===== src/rtl/mem_rw_sched_pkg.sv =====
// Shared constants for mem_rw_sched: AXI size codes, requester ids, request bit positions
// and scheduler FSM states.
package mem_rw_sched_pkg;

  localparam logic [1:0] SIZE_B = 2'b00;
  localparam logic [1:0] SIZE_H = 2'b01;
  localparam logic [1:0] SIZE_W = 2'b10;
  localparam logic [1:0] SIZE_D = 2'b11;

  localparam logic [3:0] ID_ICACHE  = 4'd0;
  localparam logic [3:0] ID_DCACHE  = 4'd1;
  localparam logic [3:0] ID_UNCACHE = 4'd2;

  // Bit positions of each requester in the request / grant vectors
  localparam int unsigned REQ_I = 0;
  localparam int unsigned REQ_D = 1;
  localparam int unsigned REQ_U = 2;

  typedef enum logic [1:0] {
    StIdle = 2'd0,
    StBusy = 2'd1,
    StDone = 2'd2
  } state_e;

endpackage


===== src/rtl/mem_rw_sched_pick.sv =====
// rw_grant_pick: combinational one-hot winner selector for mem_rw_sched.
// ARB_RR_EN selects round-robin on last winner; otherwise fixed priority with starve override.
module rw_grant_pick
  import mem_rw_sched_pkg::*;
(
  input  logic [2:0] req_i,
  input  logic [2:0] last_i,
  input  logic       starve_i,
  output logic [2:0] gnt_o
);

`ifdef ARB_RR_EN
  logic unused_starve;
  assign unused_starve = starve_i;

  // The requester after the most recent winner gets first pick
  always_comb begin
    gnt_o = '0;
    unique case (last_i)
      3'b001: begin
        if (req_i[REQ_D])      gnt_o[REQ_D] = 1'b1;
        else if (req_i[REQ_U]) gnt_o[REQ_U] = 1'b1;
        else if (req_i[REQ_I]) gnt_o[REQ_I] = 1'b1;
      end
      3'b010: begin
        if (req_i[REQ_U])      gnt_o[REQ_U] = 1'b1;
        else if (req_i[REQ_I]) gnt_o[REQ_I] = 1'b1;
        else if (req_i[REQ_D]) gnt_o[REQ_D] = 1'b1;
      end
      default: begin
        if (req_i[REQ_I])      gnt_o[REQ_I] = 1'b1;
        else if (req_i[REQ_D]) gnt_o[REQ_D] = 1'b1;
        else if (req_i[REQ_U]) gnt_o[REQ_U] = 1'b1;
      end
    endcase
  end
`else
  logic unused_last;
  assign unused_last = ^last_i;

  always_comb begin
    gnt_o = '0;
    if (starve_i && req_i[REQ_I]) gnt_o[REQ_I] = 1'b1;
    else if (req_i[REQ_U])        gnt_o[REQ_U] = 1'b1;
    else if (req_i[REQ_D])        gnt_o[REQ_D] = 1'b1;
    else if (req_i[REQ_I])        gnt_o[REQ_I] = 1'b1;
  end
`endif

endmodule


===== src/rtl/mem_rw_sched.sv =====
// Scheduler sharing one AXI rw channel between icache refill, dcache and uncached access.
// Define ARB_RR_EN for round-robin arbitration; default is fixed priority with starve counter.
module mem_rw_sched
  import mem_rw_sched_pkg::*;
#(
  parameter int unsigned STARVE_MAX = 4,
  parameter logic [1:0]  SZ_D       = 2'b11
) (
  input  logic        clk,
  input  logic        rst,
  input  logic        icache_re_i,
  input  logic [63:0] icache_addr_i,
  output logic [63:0] icache_data_o,
  output logic        icache_done_o,
  input  logic        dcache_re_i,
  input  logic        dcache_we_i,
  input  logic [31:0] dcache_addr_i,
  input  logic [63:0] dcache_wdata_i,
  input  logic [7:0]  dcache_mask_i,
  input  logic [1:0]  dcache_size_i,
  output logic [63:0] dcache_rdata_o,
  output logic        dcache_done_o,
  input  logic        uncache_re_i,
  input  logic        uncache_we_i,
  input  logic [31:0] uncache_addr_i,
  input  logic [63:0] uncache_wdata_i,
  input  logic [7:0]  uncache_mask_i,
  input  logic [1:0]  uncache_size_i,
  output logic [63:0] uncache_rdata_o,
  output logic        uncache_done_o,
  output logic        rw_valid_o,
  input  logic        rw_ready_i,
  output logic        rw_req_o,
  output logic [63:0] rw_addr_o,
  output logic [1:0]  rw_size_o,
  output logic [63:0] data_write_o,
  output logic [7:0]  w_mask_o,
  output logic [3:0]  rw_id_o,
  input  logic [3:0]  rw_id_i,
  input  logic [63:0] data_read_i
);

  state_e      state_q;
  logic        valid_q, we_q;
  logic [63:0] addr_q, wdata_q;
  logic [1:0]  size_q;
  logic [7:0]  mask_q;
  logic [3:0]  id_q;
  logic [2:0]  done_q;
  logic [63:0] ic_rdata_q, dc_rdata_q, uc_rdata_q;

  logic [2:0]  req;
  logic [2:0]  gnt;
  logic [2:0]  last;
  logic        starve;

  assign req[REQ_I] = icache_re_i;
  assign req[REQ_D] = dcache_re_i | dcache_we_i;
  assign req[REQ_U] = uncache_re_i | uncache_we_i;

`ifdef ARB_RR_EN
  logic [2:0] last_q;

  assign last   = last_q;
  assign starve = 1'b0;

  // Reset as if uncache won last, giving icache > dcache > uncache
  always_ff @(posedge clk) begin
    if (rst) begin
      last_q <= 3'b100;
    end else if (state_q == StIdle && |req) begin
      last_q <= gnt;
    end
  end
`else
  localparam int unsigned StarveW = $clog2(STARVE_MAX + 1);

  logic [StarveW-1:0] starve_q;

  assign last   = 3'b100;
  assign starve = (starve_q == StarveW'(STARVE_MAX));

  always_ff @(posedge clk) begin
    if (rst) begin
      starve_q <= '0;
    end else if (state_q == StIdle) begin
      if (!icache_re_i || gnt[REQ_I]) begin
        starve_q <= '0;
      end else if (|req && !starve) begin
        starve_q <= starve_q + StarveW'(1);
      end
    end
  end
`endif

  rw_grant_pick u_pick (
    .req_i    (req),
    .last_i   (last),
    .starve_i (starve),
    .gnt_o    (gnt)
  );

  always_ff @(posedge clk) begin
    if (rst) begin
      state_q    <= StIdle;
      valid_q    <= 1'b0;
      we_q       <= 1'b0;
      addr_q     <= '0;
      wdata_q    <= '0;
      size_q     <= '0;
      mask_q     <= '0;
      id_q       <= '0;
      done_q     <= '0;
      ic_rdata_q <= '0;
      dc_rdata_q <= '0;
      uc_rdata_q <= '0;
    end else begin
      unique case (state_q)
        StIdle: begin
          done_q <= '0;
          if (|req) begin
            state_q <= StBusy;
            valid_q <= 1'b1;
            unique case (1'b1)
              gnt[REQ_U]: begin
                id_q    <= ID_UNCACHE;
                we_q    <= uncache_we_i;
                addr_q  <= {32'h0, uncache_addr_i};
                wdata_q <= uncache_wdata_i;
                mask_q  <= uncache_we_i ? uncache_mask_i : 8'h00;
                size_q  <= uncache_size_i;
              end
              gnt[REQ_D]: begin
                id_q    <= ID_DCACHE;
                we_q    <= dcache_we_i;
                addr_q  <= {32'h0, dcache_addr_i};
                wdata_q <= dcache_wdata_i;
                mask_q  <= dcache_we_i ? dcache_mask_i : 8'h00;
                size_q  <= dcache_size_i;
              end
              default: begin
                id_q    <= ID_ICACHE;
                we_q    <= 1'b0;
                addr_q  <= icache_addr_i;
                wdata_q <= '0;
                mask_q  <= 8'h00;
                size_q  <= SZ_D;
              end
            endcase
          end
        end
        StBusy: begin
          // Responses tagged for another owner are ignored
          if (rw_ready_i && rw_id_i == id_q) begin
            state_q <= StDone;
            valid_q <= 1'b0;
            unique case (id_q)
              ID_ICACHE: begin
                done_q <= 3'b001;
                if (!we_q) ic_rdata_q <= data_read_i;
              end
              ID_DCACHE: begin
                done_q <= 3'b010;
                if (!we_q) dc_rdata_q <= data_read_i;
              end
              default: begin
                done_q <= 3'b100;
                if (!we_q) uc_rdata_q <= data_read_i;
              end
            endcase
          end
        end
        StDone: begin
          state_q <= StIdle;
          done_q  <= '0;
        end
        default: state_q <= StIdle;
      endcase
    end
  end

  assign rw_valid_o      = valid_q;
  assign rw_req_o        = we_q;
  assign rw_addr_o       = addr_q;
  assign rw_size_o       = size_q;
  assign data_write_o    = wdata_q;
  assign w_mask_o        = mask_q;
  assign rw_id_o         = id_q;
  assign icache_done_o   = done_q[REQ_I];
  assign dcache_done_o   = done_q[REQ_D];
  assign uncache_done_o  = done_q[REQ_U];
  assign icache_data_o   = ic_rdata_q;
  assign dcache_rdata_o  = dc_rdata_q;
  assign uncache_rdata_o = uc_rdata_q;

endmodule


===== config.mk =====
export PLATFORM = sky130hd
export DESIGN_NAME = mem_rw_sched
export DESIGN_NICKNAME = d
export VERILOG_FILES = /design/src/rtl/mem_rw_sched_pkg.sv /design/src/rtl/mem_rw_sched_pick.sv /design/src/rtl/mem_rw_sched.sv
export SDC_FILE = /design/constraint.sdc
export NUM_CORES = 1
export LEC_CHECK = 0
export BUFFER_PORTS_ARGS = -buffer_cell sky130_fd_sc_hd__buf_2
export CAP_MARGIN = 40
export CORE_AREA = 2 2 267 269
export CTS_CLUSTER_SIZE = 14
export DETAILED_ROUTE_END_ITERATION = 6
export DIE_AREA = 0 0 269 271
export SETUP_SLACK_MARGIN = 0.3
export SYNTH_ARGS = -nofsm -noshare
export SYNTH_HDL_FRONTEND = slang
export SYNTH_SLANG_ARGS = --single-unit

===== constraint.sdc =====
create_clock -name clk -period 4.3 [get_ports clk]
set_input_delay 0.86 -clock clk [delete_from_list [all_inputs] [get_ports clk]]
set_output_delay 0.86 -clock clk [all_outputs]
set_load 0.01 [all_outputs]

Word level (Yosys, flattened, before mapping)
Cells that the tools add are included.
{"block": "word_totals", "wordCells": 73, "output_inout_bits": 339, "input_bits": 352, "reg_bits": 344}
{"block": "op_classes", "add_sub_neg": 1, "n_reduce_logical": 22, "n_eq_ne": 7, "muxes": 26, "n_bitwise": 4}
{"op": "64-bit case mux with 2 select lines", "n": 2}
{"op": "8-bit 2-to-1 mux", "n": 2}
{"op": "8-bit case mux with 2 select lines", "n": 1}
{"op": "2-bit case mux with 2 select lines", "n": 3}
{"op": "3-bit case mux with 2 select lines", "n": 2}
{"op": "4-bit AND reduction", "n": 3}
{"op": "3-bit 2-to-1 mux", "n": 3}
{"op": "2-bit 2-to-1 mux", "n": 4}
{"op": "2-bit AND reduction", "n": 4}
{"op": "1-bit 2-to-1 mux", "n": 7}
{"op": "2-bit nonzero test", "n": 3}
{"op": "4-bit by 1-bit == test with 1-bit output (second input constant)", "n": 1}
{"op": "4-bit == test", "n": 1}
{"op": "4-bit zero test", "n": 1}
{"op": "1-bit case mux with 2 select lines", "n": 2}
{"op": "2-bit OR reduction", "n": 2}
{"op": "3-bit by 1-bit adder with 3-bit output (second input constant)", "n": 1}
{"op": "3-bit == test (second input constant)", "n": 1}
{"op": "1-bit logical AND", "n": 3}
{"op": "3-bit AND reduction", "n": 1}
{"op": "3-bit OR reduction", "n": 1}
{"op": "2-bit by 1-bit == test with 1-bit output (second input constant)", "n": 1}
{"op": "2-bit == test (second input constant)", "n": 1}
{"op": "1-bit zero test", "n": 2}
{"op": "6 further kinds", "n": 8}

Logic depth before layout (Yosys ltp)
Gate-level depths: netlist of run 1.
{"block": "logic_depth", "word_depth": 7, "mapped_depth": 10}

Cells and area by module
From an unflattened synthesis of run 1, not the netlist that was laid out.
{"block": "unflattened", "cells_unflattened": 1508, "hier_area_um2": 14566.5}
{"module": "mem_rw_sched", "cells_each": 1503, "n_inst": 1, "area_each_um2": 14527.7}
{"module": "rw_grant_pick", "cells_each": 5, "n_inst": 1, "area_each_um2": 38.8}

Worst setup path before layout of run 1
OpenSTA, ideal clock, no wires.
{"block": "synth_path", "path_kind": "input-to-reg", "from": "input port dcache_we_i", "to": "register addr_q[24], in the netlist rw_addr_o[24]", "arrival_time_ns": 2.182, "cell_stages": 7, "setup_slack_ns": 1.972, "n_path_buf": 3, "cell_sequence": "or4_1 -> buf_2 -> o21a_1 -> buf_6 -> buf_2 -> nor2_1 -> a211oi_2"}
{"block": "synth_between", "elab_chain_cells": 5}
{"item": "from (decl)", "line": "mem_rw_sched.sv:16", "source": "input logic dcache_we_i,"}
{"item": "1-bit OR *", "line": "mem_rw_sched.sv:58", "source": "assign req[REQ_D] = dcache_re_i | dcache_we_i;"}
{"item": "1-bit 2-to-1 mux", "line": "mem_rw_sched_pick.sv:45", "source": "else if (req_i[REQ_D]) gnt_o[REQ_D] = 1'b1;"}
{"item": "2-bit 2-to-1 mux", "line": "mem_rw_sched_pick.sv:44", "source": "else if (req_i[REQ_U]) gnt_o[REQ_U] = 1'b1;"}
{"item": "2-bit 2-to-1 mux", "line": "mem_rw_sched_pick.sv:43", "source": "if (starve_i && req_i[REQ_I]) gnt_o[REQ_I] = 1'b1;"}
{"item": "64-bit case mux with 2 select lines", "line": "mem_rw_sched.sv:124", "source": "unique case (1'b1)"}
{"item": "to (signal assigned)", "line": "mem_rw_sched.sv:128", "source": "addr_q <= {32'h0, uncache_addr_i};"}
{"item": "to (signal assigned)", "line": "mem_rw_sched.sv:136", "source": "addr_q <= {32'h0, dcache_addr_i};"}
{"item": "to (signal assigned)", "line": "mem_rw_sched.sv:144", "source": "addr_q <= icache_addr_i;"}
{"item": "to (decl)", "line": "mem_rw_sched.sv:45", "source": "logic [63:0] addr_q, wdata_q;"}
Mark *: on every way between the ends. The rest lies on a longest branch, timed or not.
A chain may end at the register's enable or synchronous reset.

Final worst setup path of run 1
{"block": "layout_path", "from": "input port uncache_we_i", "to": "register addr_q[12], in the netlist rw_addr_o[12]"}
{"block": "layout_between", "elab_chain_cells": 4}
{"item": "from (decl)", "line": "mem_rw_sched.sv:24", "source": "input logic uncache_we_i,"}
{"item": "1-bit OR *", "line": "mem_rw_sched.sv:59", "source": "assign req[REQ_U] = uncache_re_i | uncache_we_i;"}
{"item": "2-bit 2-to-1 mux / 1-bit 2-to-1 mux (equally long branches)", "line": "mem_rw_sched_pick.sv:44"}
{"item": "2-bit 2-to-1 mux", "line": "mem_rw_sched_pick.sv:43"}
{"item": "64-bit case mux with 2 select lines", "line": "mem_rw_sched.sv:124"}
Marks and branches as above.

==> metrics.txt, run 1 <==
kind of critical path in -> reg; proportion of netlist area held by the largest area contributor 0.5174; I/O pin total 691; EDFF count, synth 0; yosys warns 0; sequential element share of the synthesized area 0.5174; via count 14130; clock period minus worst slack 2.498 ns; level count of the clock H-tree 2; setup tns final 0 ns; wire length after detailed routing just over 60000 um; GRT met2 Usage 0.2572; leakage power summed over all cells 0.008355 uW; fin crit share 0.5810; overall die width 269 um; Crit path required time 4.79 ns; fin area 18980 um^2; WL per Instance 19.16 um; final estimated routing congestion in global placement 0.8452; met1 layer usage reported by global route 0.1827; number of max-slew violations in the final report 0; leading post-synthesis cells by instance count sky130_fd_sc_hd__nand2_1 (464), sky130_fd_sc_hd__dfxtp_1 (342), sky130_fd_sc_hd__a21oi_1 (230); largest fanout of any net on the critical path 20; final net count 2582; skew final 0.02040 ns; CTS tree done; average cell area after synthesis approximately 8 um^2; actual slew at the worst max-slew pin about 1 ns; most repeated cell in the gate-level netlist after synthesis sky130_fd_sc_hd__nand2_1; total overflow reported by the global router 0; Slew headroom 0.3224; Placeable Area 69790 um^2; cell area after synthesis 13230 um^2; final total power 7773 uW; number of nets still failing antenna checks after routing 0; post-route insts no fill 3217; upper clock frequency limit ~400 MHz; Clock transition at path regs 0.06 ns; antenna violations before repair 33; count of maximum capacitance violations 0; kind of end point of the critical path flip-flop; unrepaired setup endpoints after global routing no; pin count of the biggest net entering global routing 190; proportion of layout cells with a drive suffix above 1 0.3612; HPWL Detailed around 46000 um; Max rail drop VDD approximately 260 uV; number of CTS-inserted buffers between 40 and 50; # rows 97; number of vias per cell approximately 4.4; residual DRC count 0; Min-Delay Path Class reg -> reg; buffers from clock root to sink, at most 3; arrival time worst endpoint 2.99 ns; Initial DRC Count 860; count of clock tree sinks roughly 340; cell types with the largest area share after synthesis sky130_fd_sc_hd__dfxtp_1 (52%), sky130_fd_sc_hd__nand2_1 (13%), sky130_fd_sc_hd__a21oi_1 (8.7%); predominant post-synthesis flop cell sky130_fd_sc_hd__dfxtp_1; number of buffers inserted by hold repair at cts 0; die footprint 72900 um^2; final setup violating endpoints 0; count of buffers from port buffering 688; buffer count from post-CTS setup fixing 0; floorplan die height 271 um; initial core utilization 0.1896; proportion of register bits with asynchronous set or reset after synthesis 0; synthesis-to-finish area growth 43.47%; source-to-sink clock delay at the later pin of the worst-skew pair 0.57 ns; met3 track demand over resource in global routing 0.05106; CTS root buf sky130_fd_sc_hd__clkbuf_16; crit start category primary input; count of instances resized after the clock tree is built 0; power density relative to cell area 409.5 nW/um^2; global-route usage over all layers 0.1590; final core utilization 0.2720; Gate Count Post-Synth about 1600; number of synthesized register bits around 340; global-route wire length before repair 86180 um; result of the run complete, no violations; number of different library cells in the post-synthesis netlist 50; count of placed standard cells including taps 3123; number of global-route vias before repair roughly 13000; number of endpoints with negative hold slack in the final report 0; placed cell area ~18000 um^2; cell accounting for the most synthesized area sky130_fd_sc_hd__dfxtp_1; gr busiest metal met2; router iterations before antenna repair 6
-- registers in the layout, summed over array words and instances (netlist names), 3 cells and up --
name and count:
dcache_rdata_o 64, icache_data_o 64, rw_addr_o 64, data_write_o 64
starve_q 3, uncache_rdata_o 64, done_q 3, w_mask_o 8
-- worst max-delay path, cell delays in order --
cell	delay [ns]
sky130_fd_sc_hd__buf_2	0.23
sky130_fd_sc_hd__or4_1	0.71
sky130_fd_sc_hd__nor2_2	0.47
sky130_fd_sc_hd__buf_4	0.33
sky130_fd_sc_hd__o21ai_0	0.13
sky130_fd_sc_hd__a211oi_2	0.25
-- cell families after synthesis --
logic type / after synthesis / share of synthesized area
AOI/OAI and AO/OA: 392 / 0.1870
xor gates and xnor gates: 4 / 0.003216
adders and majority gates: 2 / 0.001891
buffers and inverters: 141 / 0.04965
DFF: 342 / 0.5174
muxes: 1 / 0.0007565
other: 1 / 0.0002834
and+or+nand+nor: 723 / 0.2397
-- path summary, 6_finish.rpt --
| kind | startpoint | endpoint | slack [ns] | cells past startpoint |
|---|---|---|---|---|
| worst max-delay path | uncache_we_i | rw_addr_o[12] | 1.80 | 6 |
| worst min register to register | data_write_o[4] | data_write_o[4] | 0.44 | 1 |
| worst max register to register | state_q[0] | dcache_rdata_o[46] | 1.86 | 6 |
| worst min-delay path | data_write_o[4] | data_write_o[4] | 0.44 | 1 |
-- area by class of cell --
cell class | instances | area [um^2]
Clock inverter | 16 | 190.2
Sequential cell | 342 | 6847
Clock buffer | 60 | 1211
Inverter | 2 | 7.507
Multi-Input combinational cell | 1124 | 5776
Fill cell | 7619 | 50800
Antenna cell | 18 | 45.04
Timing Repair Buffer | 715 | 3731
Tap cell | 940 | 1176
-- cells in the final DEF (no fill, tap or decap), types with 8 or more instances in the layout --
cell type,Yosys,routed
sky130_fd_sc_hd__nand3_1,124,124
sky130_fd_sc_hd__a2bb2oi_1,8,8
sky130_fd_sc_hd__a22o_1,21,21
sky130_fd_sc_hd__nand2_1,464,464
sky130_fd_sc_hd__a221oi_1,34,34
sky130_fd_sc_hd__buf_4,14,21
sky130_fd_sc_hd__o21ai_0,27,27
sky130_fd_sc_hd__clkbuf_16,0,44
sky130_fd_sc_hd__clkbuf_1,65,11
sky130_fd_sc_hd__a211oi_2,20,20
sky130_fd_sc_hd__dfxtp_1,342,342
sky130_fd_sc_hd__nand3b_1,43,43
sky130_fd_sc_hd__a211oi_1,12,12
sky130_fd_sc_hd__a21oi_1,230,230
sky130_fd_sc_hd__buf_2,48,687
sky130_fd_sc_hd__diode_2,0,18
sky130_fd_sc_hd__nor2b_1,10,10
sky130_fd_sc_hd__a22oi_1,10,10
sky130_fd_sc_hd__a21o_1,22,22
sky130_fd_sc_hd__nor2_1,54,53
-- through the flow --
stage               hold slack [ns]  setup WS [ns]
detailed placement           0.4332          1.218
global placement             0.4269          1.230
global route                 0.4620          1.611
CTS                          0.4468          1.758
floorplan                    0.4519          1.972
finish                       0.4424          1.802
-- report_power, final --
group / internal (uW) / switching (uW)
registers: 3280 / 66.3
logic: 325 / 482
clock network: 2160 / 1470
-- metal layers --
layer | vias up | part of all wire
li1 | 6762 | -
met1 | 6571 | 0.39
met2 | 653 | 0.47
met3 | 131 | 0.091
met4 | 14 | 0.043
met5 | - | 0.0014
Power figures use the tool's default switching activity.
==> run 2, diff against run 1 <==
ABC_AREA = 1   (was unset)
CORE_AREA = 2 2 270 272   (was 2 2 267 269)
DIE_AREA = 0 0 272 274   (was 0 0 269 271)
clock period = 2.45 ns   (was 4.3 ns; I/O delays follow)
==> run 2 against run 1 <==
Compared with the run above: global-route usage is 2.2 points higher; clock-buffer cell count is the same; cell count is 25% higher; die area up 2.2%; sequential cell count unchanged; total power up 80%; via count up 25%; wire length up 15%; clock power up 66%; setup slack got worse by 1.3 ns; cell area increased by 14%; synthesized area is 19% higher; highest routed layer unchanged.
==> metrics.txt, run 2 <==
most repeated cell in the gate-level netlist after synthesis sky130_fd_sc_hd__nand2_1; Worst Hold Path EP rw_addr_o[48]; I/O pin total 691; result of the run complete, no violations; leakage power summed over all cells around 0.011 uW; largest fanout of any net on the critical path 31; kind of end point of the critical path flip-flop; number of max-slew violations in the final report 0; cell area after synthesis between 15000 and 20000 um^2; proportion of register bits with asynchronous set or reset after synthesis 0; final estimated routing congestion in global placement between 0.8 and 0.9; floorplan die height 274 um; fillers roughly 8000; Slew headroom 0.4387; unrepaired setup endpoints after global routing yes; number of nets still failing antenna checks after routing 0; launch point of the worst hold path icache_addr_i[48]; Initial DRC Count 1054; number of CTS-inserted buffers 42; global-route usage over all layers 0.1814; antenna violations before repair 39; buffers from clock root to sink, at most 3; depth of the worst hold-timing path 3; reg-to-reg startpoint starve_q[0]; Top delay family on crit path buffers and inverters; WL per Instance 17.71 um; cell types with the largest area share after synthesis sky130_fd_sc_hd__dfxtp_1 (43%), sky130_fd_sc_hd__nand2_1 (17%), sky130_fd_sc_hd__nand4_1 (9.7%); proportion of layout cells with a drive suffix above 1 0.2833; setup tns final 0 ns; synthesis-to-finish area growth 37.04%; arrival time worst endpoint 2.47 ns; leading post-synthesis cells by instance count sky130_fd_sc_hd__nand2_1 (695), sky130_fd_sc_hd__dfxtp_1 (342), sky130_fd_sc_hd__inv_1 (326); router iterations before antenna repair 5; Max rail drop VDD 440.1 uV; fin crit share 0.8111; Cell Chain, Critical Path inv_1, ha_1, nand3_1, nand3_2, buf_4, nand2_1, inv_2, buf_6, a21oi_1, nor2_1; die footprint 74530 um^2; most frequent standard cell in the layout excluding fill and tap cells sky130_fd_sc_hd__nand2_1; kind of critical path reg -> reg; pin count of the biggest net entering global routing 106; total overflow reported by the global router 0; initial core utilization 0.2195; count of maximum capacitance violations 0; source-to-sink clock delay at the later pin of the worst-skew pair 0.56 ns; Gate Count Post-Synth 2398; number of synthesized register bits 342; power density relative to cell area about 650 nW/um^2; upper clock frequency limit 503.2 MHz; final net count 3352; count of placed standard cells including taps just under 4000; HPWL Detailed 52950 um; CP max-delay cell sky130_fd_sc_hd__dfxtp_1; clock period minus worst slack 1.987 ns; CTS tree done; final setup violating endpoints 0; count of buffers from port buffering 688; predominant post-synthesis flop cell sky130_fd_sc_hd__dfxtp_1; yosys warns 0; area used by multi-input combinational logic slightly below 7000 um^2; # rows 99; largest stage delay on the critical path around 0.32 ns; overall die width 272 um; post-route insts no fill 4007; sequential element share of the synthesized area 0.4334; Min-Delay Path Class in -> reg; setup slack, reg-to-reg 0.46 ns; skew final roughly 0.016 ns; Crit path required time between 2 and 3 ns; crit start category flip-flop; Clock transition at path regs around 0.06 ns; EDFF count, synth 0; average cell area after synthesis 6.588 um^2; buffer count from post-CTS setup fixing 0; wire length after detailed routing 70950 um; proportion of netlist area held by the largest area contributor 0.4334; CTS root buf sky130_fd_sc_hd__clkbuf_16; depth of the most critical reg-to-reg path 10; residual DRC count 0; Worst Setup SP starve_q[0]; global-route wire length before repair 104300 um; number of different library cells in the post-synthesis netlist 24; number of vias per cell 4.417; most used cells in the layout excluding fill and tap cells sky130_fd_sc_hd__nand2_1 (693), sky130_fd_sc_hd__buf_2 (687), sky130_fd_sc_hd__dfxtp_1 (342); cell accounting for the most synthesized area sky130_fd_sc_hd__dfxtp_1; actual slew at the worst max-slew pin about 0.84 ns; critical register-to-register path endpoint rw_addr_o[47]; number of global-route vias before repair 16570; Placeable Area 71970 um^2; count of instances resized after the clock tree is built 0; number of buffers inserted by hold repair at cts 0; level count of the clock H-tree 2; number of endpoints with negative hold slack in the final report 0; count of clock tree sinks 342; worst path buffer plus inverter count 4; via count 17700; total area of sequential cells 6847 um^2
[run 2: layout make-up]
| type | count | area share |
|---|---|---|
| clock inverter | 11 | 0.004508 |
| multi-input combinational | 1500 | 0.3144 |
| tap | 959 | 0.05542 |
| timing repair buffer | 741 | 0.1873 |
| inverter | 371 | 0.06496 |
| clock buffer | 60 | 0.05450 |
| sequential | 342 | 0.3162 |
| antenna | 23 | 0.002659 |
[run 2: stage by stage]
stage	area (um^2)	util	hold WS [ns]	setup slack (ns)	power, uW
after floorplan	15800	-	0.4583	0.7290	7066
after global placement	20300	0.2821	0.4486	0.3399	8106
after detailed placement	20300	0.2821	0.4517	0.3321	8104
after CTS	21580	0.2999	0.1460	0.3870	14160
after global routing	21640	0.3007	0.1549	0.2723	14600
final	21650	0.3008	0.1854	0.4629	13990
[run 2: kinds of logic after synthesis]
logic type	after synthesis	share of synthesized area
AOI/OAI and AO/OA	251	0.08292
xor gates and xnor gates	3	0.001664
adders and majority gates	2	0.001584
buffers and inverters	557	0.1395
DFF	342	0.4334
other	1	0.0002374
and+or+nand+nor	1242	0.3407
[run 2: metal layers]
metal  vias to the layer above  share of wire  global-route usage
met1                      8055           0.40              0.2159
met3                       136          0.083             0.05070
met2                       752           0.47              0.3024
li1                       8744              -                   -
met4                        10          0.039             0.08459
met5                         -        0.00090                   0
[run 2: how the worst max path moves through the flow]
stage,slack [ns],to,cells after the start
2_1_floorplan,0.73,rw_addr_o[18],11
3_3_place_gp,0.34,rw_addr_o[33],10
3_5_place_dp,0.33,rw_addr_o[51],10
4_1_cts,0.39,dcache_rdata_o[35],11
5_1_grt,0.27,rw_addr_o[38],10
6_report,0.46,rw_addr_o[47],10
[run 2: report_power, final]
part | switching, uW | total [uW] | internal, uW
Sequential | 125 | 5910 | 5780
Clock | 2560 | 6010 | 3450
Combinational | 1340 | 2080 | 738
[run 2: tightest hold or removal path: cells and delay by family]
kind / cells / cell delay, ns
AO/OA/AOI/OAI: 1 / 0.05
buffers and inverters: 1 / 0.07
AND/OR/NAND/NOR: 1 / 0.08
==> run 3, diff against run 2 <==
ABC_AREA = 0   (was 1)
CORE_AREA = 2 2 267 269   (was 2 2 270 272)
DIE_AREA = 0 0 269 271   (was 0 0 272 274)
clock period = 1.7 ns   (was 2.45 ns; I/O delays follow)
==> run 3 against run 2 <==
Compared with the run above: the run now ends with setup timing left; non-clock buffer count rose by 266; global-route usage down 0.70 points; die area decreased by 2.2%; critical endpoint is now rw_size_o[0]; largest cell class is now multi-input gates; critical path depth up 1; clock skew shrank 0.0055 ns; clock-buffer cell count is 3 higher.
==> metrics.txt, run 3 (synthesized netlist as in run 1, its figures left out) <==
result of the run complete, but fails checks; failing checks setup timing; depth of the worst hold-timing path 3; Placeable Area about 70000 um^2; # rows 97; kind of critical path reg -> reg; Max rail drop VDD around 660 uV; part of the total power dissipated in combinational logic 0.167; upper clock frequency limit roughly 520 MHz; total overflow reported by the global router 0; antenna violations before repair 30; number of max-slew violations in the final report 0; kind of end point of the critical path flip-flop; final core utilization 0.3748; actual slew at the worst max-slew pin 1.163 ns; number of vias per cell 4.604; most used cells in the layout excluding fill and tap cells sky130_fd_sc_hd__buf_2 (686), sky130_fd_sc_hd__dfxtp_1 (335), sky130_fd_sc_hd__nand2_1 (201); global-route wire length before repair 96230 um; Int Power around 15000 uW; router iterations before antenna repair 5; fin crit share 1.132; placed cell area 18650 um^2; die footprint 72900 um^2; count of buffers from port buffering 688; arrival time worst endpoint ~2.3 ns; count of maximum capacitance violations 0; final total power 20370 uW; Slew headroom 0.2243; number of endpoints with negative hold slack in the final report 0; fillers between 6000 and 7000; Sw Share 0.2745; CTS root buf sky130_fd_sc_hd__clkbuf_16; I/O pin total 691; area used by multi-input combinational logic 8798 um^2; via count 16150; fin area 26160 um^2; count of clock tree sinks 342; power density relative to cell area 778.6 nW/um^2; number of nets still failing antenna checks after routing 0; number of global-route vias before repair ~15000; clock period minus worst slack between 1.5 and 2 ns; number of CTS-inserted buffers 41; residual DRC count 0; Clock transition at path regs 0.06 ns; GRT met2 Usage 0.3041; proportion of layout cells with a drive suffix above 1 0.6203; initial core utilization 0.1896; global-route usage over all layers 0.1745; level count of the clock H-tree 2; WL per Instance 21.10 um; total area of sequential cells 6858 um^2; largest fanout of any net on the critical path 6; depth of the most critical reg-to-reg path 11; synthesis-to-finish area growth 97.68%; floorplan die height 271 um; met3 track demand over resource in global routing 0.04696; met1 layer usage reported by global route 0.1932; overall die width 269 um; unrepaired setup endpoints after global routing yes; final estimated routing congestion in global placement between 0.8 and 0.9; proportion of power drawn by the clock network 0.417; final setup violating endpoints 111; skew final 0.01044 ns; source-to-sink clock delay at the later pin of the worst-skew pair 0.56 ns; most frequent standard cell in the layout excluding fill and tap cells sky130_fd_sc_hd__buf_2; CTS tree done; gr busiest metal met2; wire length after detailed routing ~74000 um; pin count of the biggest net entering global routing 139; Min-Delay Path Class in -> reg; part of the total power dissipated in sequential elements 0.416; count of placed standard cells including taps 3202; leakage power summed over all cells 0.01194 uW; crit path setup slack, layout -0.2238 ns; power spent charging and discharging nets roughly 5600 uW; worst hold-check slack approximately 0.041 ns; buffers from clock root to sink, at most 3; final net count 2872; Crit path required time 2.11 ns; post-route insts no fill 3508; HPWL Detailed between 40000 and 50000 um; Initial DRC Count 857; crit start category flip-flop
==> run 3: power groups by stage <==
stage | Sequential, uW | Combinational (uW) | Clock [uW]
finish | 8470 | 3410 | 8490
global route | 8490 | 3610 | 9020
CTS | 8450 | 2960 | 8700
detailed placement | 8620 | 2290 | 0
global placement | 8620 | 2290 | 0
floorplan | 8720 | 933 | 0
==> run 3: per-stage QoR <==
stage	worst slack, ns	TNS (ns)
after global routing	-0.3349	-25.94
after CTS	-0.1981	-11.43
after global placement	-0.4494	-44.62
final	-0.2238	-11.63
after detailed placement	-0.3020	-40.82
after floorplan	-0.06629	-5.795
==> run 3: area by class of cell <==
cell class                 count  share of cell area
multi-input combinational   1124              0.3364
sequential                   342              0.2622
timing repair buffer        1007              0.3058
antenna                       21            0.002009
tap                          940             0.04497
clock buffer                  63             0.04468
inverter                       2           0.0002870
clock inverter                 9            0.003683
==> run 3: path summary, 6_finish.rpt <==
check,from,endpoint,slack (ns)
worst max-delay path,starve_q[1],rw_size_o[0],-0.22
worst min register to register,dcache_rdata_o[54],dcache_rdata_o[54],0.45
worst min-delay path,uncache_wdata_i[56],data_write_o[56],0.04
worst max register to register,starve_q[1],rw_size_o[0],-0.22
==> run 3: worst max-delay path: stages (launching register included) <==
cell	delay (ns)
sky130_fd_sc_hd__dfxtp_2	0.32
sky130_fd_sc_hd__inv_2	0.07
sky130_fd_sc_hd__ha_4	0.13
sky130_fd_sc_hd__and3_4	0.19
sky130_fd_sc_hd__buf_6	0.14
sky130_fd_sc_hd__nor4_4	0.05
sky130_fd_sc_hd__buf_6	0.14
sky130_fd_sc_hd__buf_12	0.14
sky130_fd_sc_hd__buf_8	0.13
sky130_fd_sc_hd__buf_4	0.13
sky130_fd_sc_hd__a221oi_2	0.25
sky130_fd_sc_hd__nor3_1	0.06
==> run 3: repair_timing <==
item | in CTS | in global routing
endpoints found under the hold margin | 72 | 0
setup buffers | 41 | 26
hold buffers | 96 | 0
setup endpoints to repair | 587 | 656
pin swaps | 220 | 287
cloned | 27 | 23
resized for setup | 286 | 596
==> run 3: per-layer routing <==
| metal | share of wire | vias up |
|---|---|---|
| met3 | 0.083 | 220 |
| met2 | 0.49 | 778 |
| met1 | 0.37 | 7769 |
| li1 | - | 7381 |
| met5 | 0.00014 | - |
| met4 | 0.058 | 2 |
